--- config.mk ---
export PLATFORM = sky130hd
export DESIGN_NAME = sample_frame_capture
export DESIGN_NICKNAME = d
export VERILOG_FILES = /design/src/rtl/sample_frame_capture.sv
export SDC_FILE = /design/constraint.sdc
export NUM_CORES = 2
export LEC_CHECK = 0
export CAP_MARGIN = 20
export CORE_MARGIN = 2
export CORE_UTILIZATION = 43
export CTS_CLUSTER_DIAMETER = 30
export DETAILED_ROUTE_END_ITERATION = 8
export HOLD_SLACK_MARGIN = 0.05
export SLEW_MARGIN = 30
export SYNTH_ARGS = -nofsm -noshare
export SYNTH_HDL_FRONTEND = slang
export SYNTH_SLANG_ARGS = --single-unit
--- constraint.sdc ---
create_clock -name clock -period 7.57 [get_ports clock]
set_input_delay 0.757 -clock clock [delete_from_list [all_inputs] [get_ports clock]]
set_output_delay 0.757 -clock clock [all_outputs]
set_load 0.005 [all_outputs]
--- src/rtl/sample_frame_capture.sv ---
// Multi-channel sample-frame capture: channel select, strobe decimation,
// ping-pong frame buffer and valid/ack handoff to the FFT.
`timescale 1ns/1ps
module sample_frame_capture #(
  parameter int unsigned POINTS     = 64,
  parameter int unsigned WIDTH      = 12,
  parameter int unsigned CHANNELS   = 8,
  parameter int unsigned SAMPLE_DIV = 3150
) (
  input  logic                                             clock,
  input  logic                                             reset,
  input  logic [CHANNELS*WIDTH-1:0]                        ch_data,
  input  logic [((CHANNELS > 1) ? $clog2(CHANNELS) : 1)-1:0] ch_sel,
  input  logic [1:0]                                       mode,
  input  logic [WIDTH-1:0]                                 trig_level,
  input  logic                                             arm,
  input  logic                                             frame_ack,
  output logic [POINTS*WIDTH-1:0]                          frame_data,
  output logic                                             frame_valid,
  output logic                                             capturing,
  output logic                                             overrun
);

  localparam int unsigned SW = (CHANNELS > 1) ? $clog2(CHANNELS) : 1;
  localparam int unsigned IW = $clog2(POINTS);
  localparam int unsigned DW = $clog2(SAMPLE_DIV);

  typedef enum logic [1:0] {
    IDLE      = 2'd0,
    WAIT_TRIG = 2'd1,
    FILL      = 2'd2
  } state_t;

  state_t                              state, state_next;
  logic   [DW-1:0]                     div;
  logic                                tick;
  logic   [IW-1:0]                     idx;
  logic   [SW-1:0]                     ch_lat, sel_map;
  logic   [1:0]                        mode_lat, mode_map;
  logic   [WIDTH-1:0]                  cur, prev;
  logic                                prev_valid;
  logic   [1:0][POINTS*WIDTH-1:0]      bank;
  logic                                rd_bank, wr_bank;
  logic                                trig_hit, complete, latch;
  logic                                swap, drop;

  assign tick     = (div == DW'(SAMPLE_DIV - 1));
  assign wr_bank  = ~rd_bank;
  assign cur      = ch_data[ch_lat*WIDTH +: WIDTH];
  assign sel_map  = (32'(ch_sel) >= CHANNELS) ? '0 : ch_sel;
  assign mode_map = (mode == 2'd3) ? 2'd0 : mode;

  assign trig_hit = (state == WAIT_TRIG) && tick && prev_valid &&
                    (prev < trig_level) && (cur >= trig_level);
  assign complete = (state == FILL) && tick && (idx == IW'(POINTS - 1));
  assign swap     = complete && (!frame_valid || frame_ack);
  assign drop     = complete && frame_valid && !frame_ack;
  assign latch    = ((state == IDLE) && (state_next != IDLE)) || complete;

  assign frame_data = bank[rd_bank];
  assign capturing  = (state == FILL);

  always_ff @(posedge clock or negedge reset) begin
    if (!reset) begin
      div <= '0;
    end else if (tick) begin
      div <= '0;
    end else begin
      div <= div + DW'(1);
    end
  end

  always_ff @(posedge clock or negedge reset) begin
    if (!reset) begin
      state <= IDLE;
    end else begin
      state <= state_next;
    end
  end

  always_comb begin
    state_next = state;
    case (state)
      IDLE: begin
        case (mode_map)
          2'd1:    state_next = WAIT_TRIG;
          2'd2:    if (arm) state_next = FILL;
          default: state_next = FILL;
        endcase
      end
      WAIT_TRIG: if (trig_hit) state_next = FILL;
      FILL: begin
        // Follow-on state uses the mode of the frame just finished.
        if (complete) begin
          case (mode_lat)
            2'd1:    state_next = WAIT_TRIG;
            2'd2:    state_next = IDLE;
            default: state_next = FILL;
          endcase
        end
      end
      default: state_next = IDLE;
    endcase
  end

  always_ff @(posedge clock or negedge reset) begin
    if (!reset) begin
      idx         <= '0;
      ch_lat      <= '0;
      mode_lat    <= '0;
      prev        <= '0;
      prev_valid  <= 1'b0;
      bank        <= '0;
      rd_bank     <= 1'b0;
      frame_valid <= 1'b0;
      overrun     <= 1'b0;
    end else begin
      if (latch) begin
        ch_lat   <= sel_map;
        mode_lat <= mode_map;
      end

      // prev_valid drops outside WAIT_TRIG so the first tick after entry never fires.
      if (state != WAIT_TRIG) begin
        prev_valid <= 1'b0;
      end else if (tick) begin
        prev       <= cur;
        prev_valid <= 1'b1;
      end

      if (trig_hit) begin
        bank[wr_bank][0 +: WIDTH] <= cur;
        idx                       <= IW'(1);
      end else if ((state == FILL) && tick) begin
        bank[wr_bank][idx*WIDTH +: WIDTH] <= cur;
        idx                               <= complete ? '0 : idx + IW'(1);
      end else if (state == IDLE) begin
        idx <= '0;
      end

      if (swap) begin
        rd_bank     <= ~rd_bank;
        frame_valid <= 1'b1;
      end else if (frame_ack && frame_valid) begin
        frame_valid <= 1'b0;
      end

      if (drop) begin
        overrun <= 1'b1;
      end else if (frame_ack && frame_valid) begin
        overrun <= 1'b0;
      end
    end
  end

endmodule

---- Word level (Yosys, flattened, before mapping) ----
Cells that the tools add are included.
word-level totals
  bits in registers ....................... 1577
  output and inout port bits .............. 771
  logic and storage cells ................. 88
cells by class
  add/sub/neg operators ................... 3
  multiply operators ...................... 2
  $lt $le $gt $ge ......................... 5
  eq/ne operators ......................... 10
  shift operators ......................... 3
  multiplexer cells ....................... 27
  bitwise logic cells ..................... 2
  reduce and logical (&&, ||, !) cells .... 24
operators by type and width
  operator                                                  count
  bitwise mux 1536 bit                                      2
  2-to-1 mux 1536 bit                                       2
  2-to-1 mux 768 bit                                        3
  demux 768 bit (select 1 bit)                              2
  variable shift 12 x 34 -> 768 bit (first input constant)  1
  variable part select 12 x 34 -> 768 bit                   1
  variable part select 96 x 8 -> 12 bit                     1
  negation 10 -> 34 bit                                     1
  2-to-1 mux 12 bit                                         2
  2-to-1 mux 6 bit                                          4
  adder 12 x 1 -> 12 bit (second input constant)            1
  equality test 12 bit (second input constant)              1
  greater-or-equal comparator 12 bit                        1
  logical AND 1 bit                                         12
  < comparator 12 bit                                       1
  nonzero test 2 bit                                        5
  equality test 2 bit (second input constant)               4
  multiplier 6 x 2 -> 8 bit (second input constant)         1
  2-to-1 mux 2 bit                                          4
  one-hot mux 2 bit (2 select lines)                        2
  adder 6 x 1 -> 6 bit (second input constant)              1
  equality test 2 x 1 -> 1 bit (second input constant)      3
  equality test 6 bit (second input constant)               1
  one-hot mux 2 bit (3 select lines)                        1
  11 further kinds                                          19

---- Depth between registers and ports, before layout ----
  word-level depth ........................ 10
  mapped depth ............................ 17
  depth with buffers taken out ............ 13

---- Least setup slack after synthesis ----
Ideal clock, no wire load.
  path kind ............................... register to register
  start point ............................. register idx[0]
  end point ............................... register bank[244] in the netlist's numbering
  setup time .............................. 118 ps
  data arrival time ....................... 4166 ps
  required time ........................... 7452 ps
  slack ................................... 3286 ps
  stages on the path, launching flop included .. 15
  clock period less this slack ............ 4284 ps
  cell sequence ........................... dfrtp_1 > ha_1 > fa_1 > clkbuf_1 > nor3_1 > o211ai_2 > nor3_1 > ha_1 > clkbuf_1 > inv_1 > clkbuf_1 > nor4_2 > buf_2 > nand3_1 > a21o_1
on the way
  cells in the longest elaborated chain, start to end .. 8
  elaborated cells on any way between the ends .. 9
  classes of those cells .................. add/sub: 1; mul: 1; shift: 2; mux: 5
ends and longest elaborated chain
  item                                      RTL line  source
  start: declaration                        37        logic [IW-1:0] idx;
  start signal: assignment                  136       idx <= complete ? '0 : idx + IW'(1);
  multiplier 6 x 2 -> 8 bit (*)             135       bank[wr_bank][idx*WIDTH +: WIDTH] <= cur;
  negation 10 -> 34 bit (*)                 135
  variable shift 12 x 34 -> 768 bit         135
  2-to-1 mux 768 bit (not written as such)  135
  demux 768 bit (select 1 bit)              135
  bitwise mux 1536 bit (*)                  135
  2-to-1 mux 1536 bit (*)                   134       end else if ((state == FILL) && tick) begin
  2-to-1 mux 1536 bit (*)                   131       if (trig_hit) begin
  end signal: indexed assignment            132       bank[wr_bank][0 +: WIDTH] <= cur;
  end signal: indexed assignment            135
  end: declaration                          42        logic [1:0][POINTS*WIDTH-1:0] bank;
Mark *: on every way between the ends. The rest lies on a longest branch, timed or not. The select of a mux whose other input is x is not followed.
A chain may end at the register's enable or synchronous reset.

---- Final worst setup path ----
  start point ............................. register idx[0]
  end point ............................... register bank[772] in the netlist's numbering
The elaborated chain is that of the path after synthesis.

==> reports/qor.csv <==
stage;metric;value;unit
outcome;status;finished clean;
yosys;synth_top_family_by_area;multiplexers;
sta;finalSetupViolations;0;
route;drc;0;
yosys;syn_nets;7010;
clocking;numCtsBuffers;375;
global_route;grt_overflow;0;
route;first_pass_iters;6;
power;power;25.4;mW
sta;hold_violations;0;
yosys;synth_xor_area_share;0.223;%
route;drtAntennaViolNets;0;
placed_design;port_buffers;887;
route;drt_iter0_drc;4177;
power;swShare;21.4;%
clocking;post_cts_resized;0;
yosys;synth-compound-area-share;13.2;%
placed_design;dp_hpwl;170000;um
floorplanning;die_area;167000;um^2
sta;setup_tns;0;ns
final_layout;fillers;13800;
yosys;synth_mux_area_share;14.9;%
power;internal_power;20.0;mW
route;viasPerCell;5.42;
clocking;cts_hold_buf;1;
worst_setup_path;crit_end;bank[772];
route;wirelength;246000;um
sta;period_share;79.1;%
final_layout;drive_gt1_share;21.1;%
sta;fin_worst_skew;0.0727;ns
power;ir_worst_vdd;0.245;mV
yosys;synthDistinctLibCells;82;
yosys;synth_flop_cell;dfrtp_1;
clocking;clock_sinks;1577;
power;power_density;266;nW/um^2
worst_setup_path;critical_path_class;register to register;
clocking;cts.clk_slew.worst_paths;0.04;ns
yosys;ys_warn_count;0;
global_route;grt_pass1_vias;56900;
worst_setup_path;r2r_slack;1.58;ns
sta;finalMaxSlewViolations;0;
worst_setup_path;r2r_cells;13;
power;combinationalPowerShare;2.4;%
sta;max_freq;0.167;GHz
worst_setup_path;crit_path_start_kind;register;
worst_setup_path;cp.required;8.34;ns
floorplanning;start_util;43.2;%
power;p_clk_share;64.2;%
worst_setup_path;endpoint_kind;register;
floorplanning;coreArea;163000;um^2
yosys;syn-cell-area;70300;um^2
clocking;cts_tree;done;
final_layout;area_growth;35.5;%
worst_setup_path;reg2reg_from;idx[0];
global_route;grt_pass1_wl;368000;um
yosys;synthCells;6854;
final_layout;layout.nets;8092;
worst_setup_path;crit_fanout;44;
route;wl_per_cell;23.7;um
yosys;yosysSeqAreaShare;56.2;%
placed_design;gp_congestion;0.920;
sta;grt_setup_unrepaired;false;
yosys;syn_avg_cell_area;10.3;um^2
job;cap_violations;0;
worst_setup_path;critPathLaunch;idx[0];
clocking;cts_setup_buffers;0;
floorplanning;die_h;408;um
global_route;antenna_found_initial;6;
clocking;clockBufferDepth;4;
floorplanning;ios;888;
final_layout;final_util;58.6;%
clocking;clkLatencyLatePin;0.94;ns
floorplanning;num_rows;148;
sta;worst_slew_pin_slew;1.01;ns
worst_setup_path;rr_endpoint;bank[772];
min_path;hp-class;input port to register;
global_route;grt_max_degree;174;
route;dr_total_vias;56300;
clocking;root_buffer;clkbuf_16;
yosys;ys_ff_latch;1577;
worst_setup_path;critPathArrivalTime;6.76;ns
sta;max_slew_margin;32.6;%
yosys;synthAdderAreaFrac;0.705;%
power;pwr-share-seq;33.4;%
power;net-switching-power;5.42;mW
floorplanning;dieWidth;408;um
clocking;h-tree-depth;5;
power;p_leak;40.9;nW
global_route;grtUsageTotal;29.2;%
yosys;synth_edf_count;0;
yosys;synthSimpleGateAreaFrac;12.8;%
sta;period_needed;5.99;ns
yosys;synth-async-reset-ratio;100;%
area by class of cell:
| class | instances | area (um^2) | area share (%) |
|---|---|---|---|
| antenna | 2 | 5.00 | 0.00526 |
| clock buffer | 473 | 10400 | 10.9 |
| clock inverter | 185 | 2440 | 2.56 |
| inverter | 47 | 176 | 0.185 |
| multi-input combinational | 4920 | 29900 | 31.4 |
| sequential | 1577 | 39500 | 41.5 |
| tap | 2175 | 2720 | 2.86 |
| timing repair buffer | 1015 | 10100 | 10.6 |
synth_stat cells (all sizes together), types with 29 or more instances:
| cell | instances | share of area (%) |
|---|---|---|
| mux2 | 861 | 14 |
| ha | 38 | 0.68 |
| nor3 | 50 | 0.39 |
| mux2i | 30 | 0.43 |
| buf | 54 | 0.37 |
| o21ai | 1496 | 11 |
| nand3 | 127 | 0.90 |
| inv | 45 | 0.24 |
| nor4 | 29 | 0.36 |
| dfrtp | 1577 | 56 |
| nor2 | 88 | 0.47 |
| clkbuf | 256 | 1.4 |
| o22ai | 41 | 0.38 |
| a21oi | 51 | 0.36 |
| nand2 | 1830 | 9.8 |
logic make-up after synthesis:
kind of cell	count (synthesis)
xor+xnor	17
simple gates	2222
flops	1577
mux	913
fa+ha+maj	39
buf+inv	357
compound gates	1729
registers in the layout, indices dropped and copies added (netlist names), 2 cells and up:
register  count
state         2
idx           6
mode_lat      2
ch_lat        3
div          12
bank       1536
prev         12
power by group through the flow:
| stage | Clock (mW) | Sequential [mW] | Combinational, mW |
|---|---|---|---|
| floorplan | 0 | 8.60 | 0.202 |
| detailed placement | 0 | 8.60 | 0.622 |
| global placement | 0 | 8.60 | 0.611 |
| finish | 16.3 | 8.48 | 0.618 |
| global route | 17.0 | 8.47 | 0.676 |
| CTS | 16.5 | 8.48 | 0.624 |
placed cells by master (no fill, tap or decap), drive strengths merged, types with 7 or more instances in the layout:
master / instances
a211oi: 22
a21o: 18
a21oi: 51
a22oi: 10
and2: 19
buf: 128
bufinv: 50
clkbuf: 473
clkdlybuf4s50: 886
clkinv: 85
clkinvlp: 40
dfrtp: 1577
ha: 38
inv: 57
mux2: 861
mux2i: 30
mux4: 22
nand2: 1830
nand2b: 20
nand3: 127
nand4: 7
nor2: 88
nor2b: 14
nor3: 50
nor4: 29
o21a: 11
o21ai: 1496
o22ai: 41
or2: 9
or3: 7
xnor2: 11
worst min-delay path by stage:
stage	startpoint	end	slack, ns	cells past startpoint
2_1_floorplan	bank[768]	bank[768]	0.43	2
3_3_place_gp	bank[1]	bank[1]	0.45	2
3_5_place_dp	bank[1]	bank[1]	0.46	2
4_1_cts	frame_ack	overrun	0.39	2
5_1_grt	ch_sel[1]	ch_lat[1]	0.43	2
6_report	frame_ack	overrun	0.46	2
critical path: stages (launching register included):
cell      delay [ns]
dfrtp_1         0.32
buf_4           0.43
ha_1            0.45
fa_1            0.63
nor3_1          0.51
o211ai_2        0.41
nor3_1          0.25
ha_1            0.45
inv_1           0.57
nand4_1         0.30
nor4_2          0.71
a221oi_1        0.31
and2_1          0.25
a211o_1         0.26
per-stage QoR:
stage / std cells / hold slack (ns) / setup slack (ns) / instance area [um^2]
after floorplan: 6854 / 0.433 / 3.29 / 70300
after global placement: 9727 / 0.451 / 2.01 / 82100
after detailed placement: 9729 / 0.456 / 1.77 / 82200
after CTS: 10400 / 0.391 / 1.78 / 95000
after global routing: 10400 / 0.431 / 1.19 / 95200
final: 10400 / 0.457 / 1.58 / 95200
layer usage:
layer	track usage, %	routed length [um]	vias up
met5	0	0	-
li1	-	-	26200
met4	12.1	10200	0
met1	37.8	104000	27700
met2	45.8	113000	1943
met3	8.44	19500	473
(Power assumes the default switching activity.)
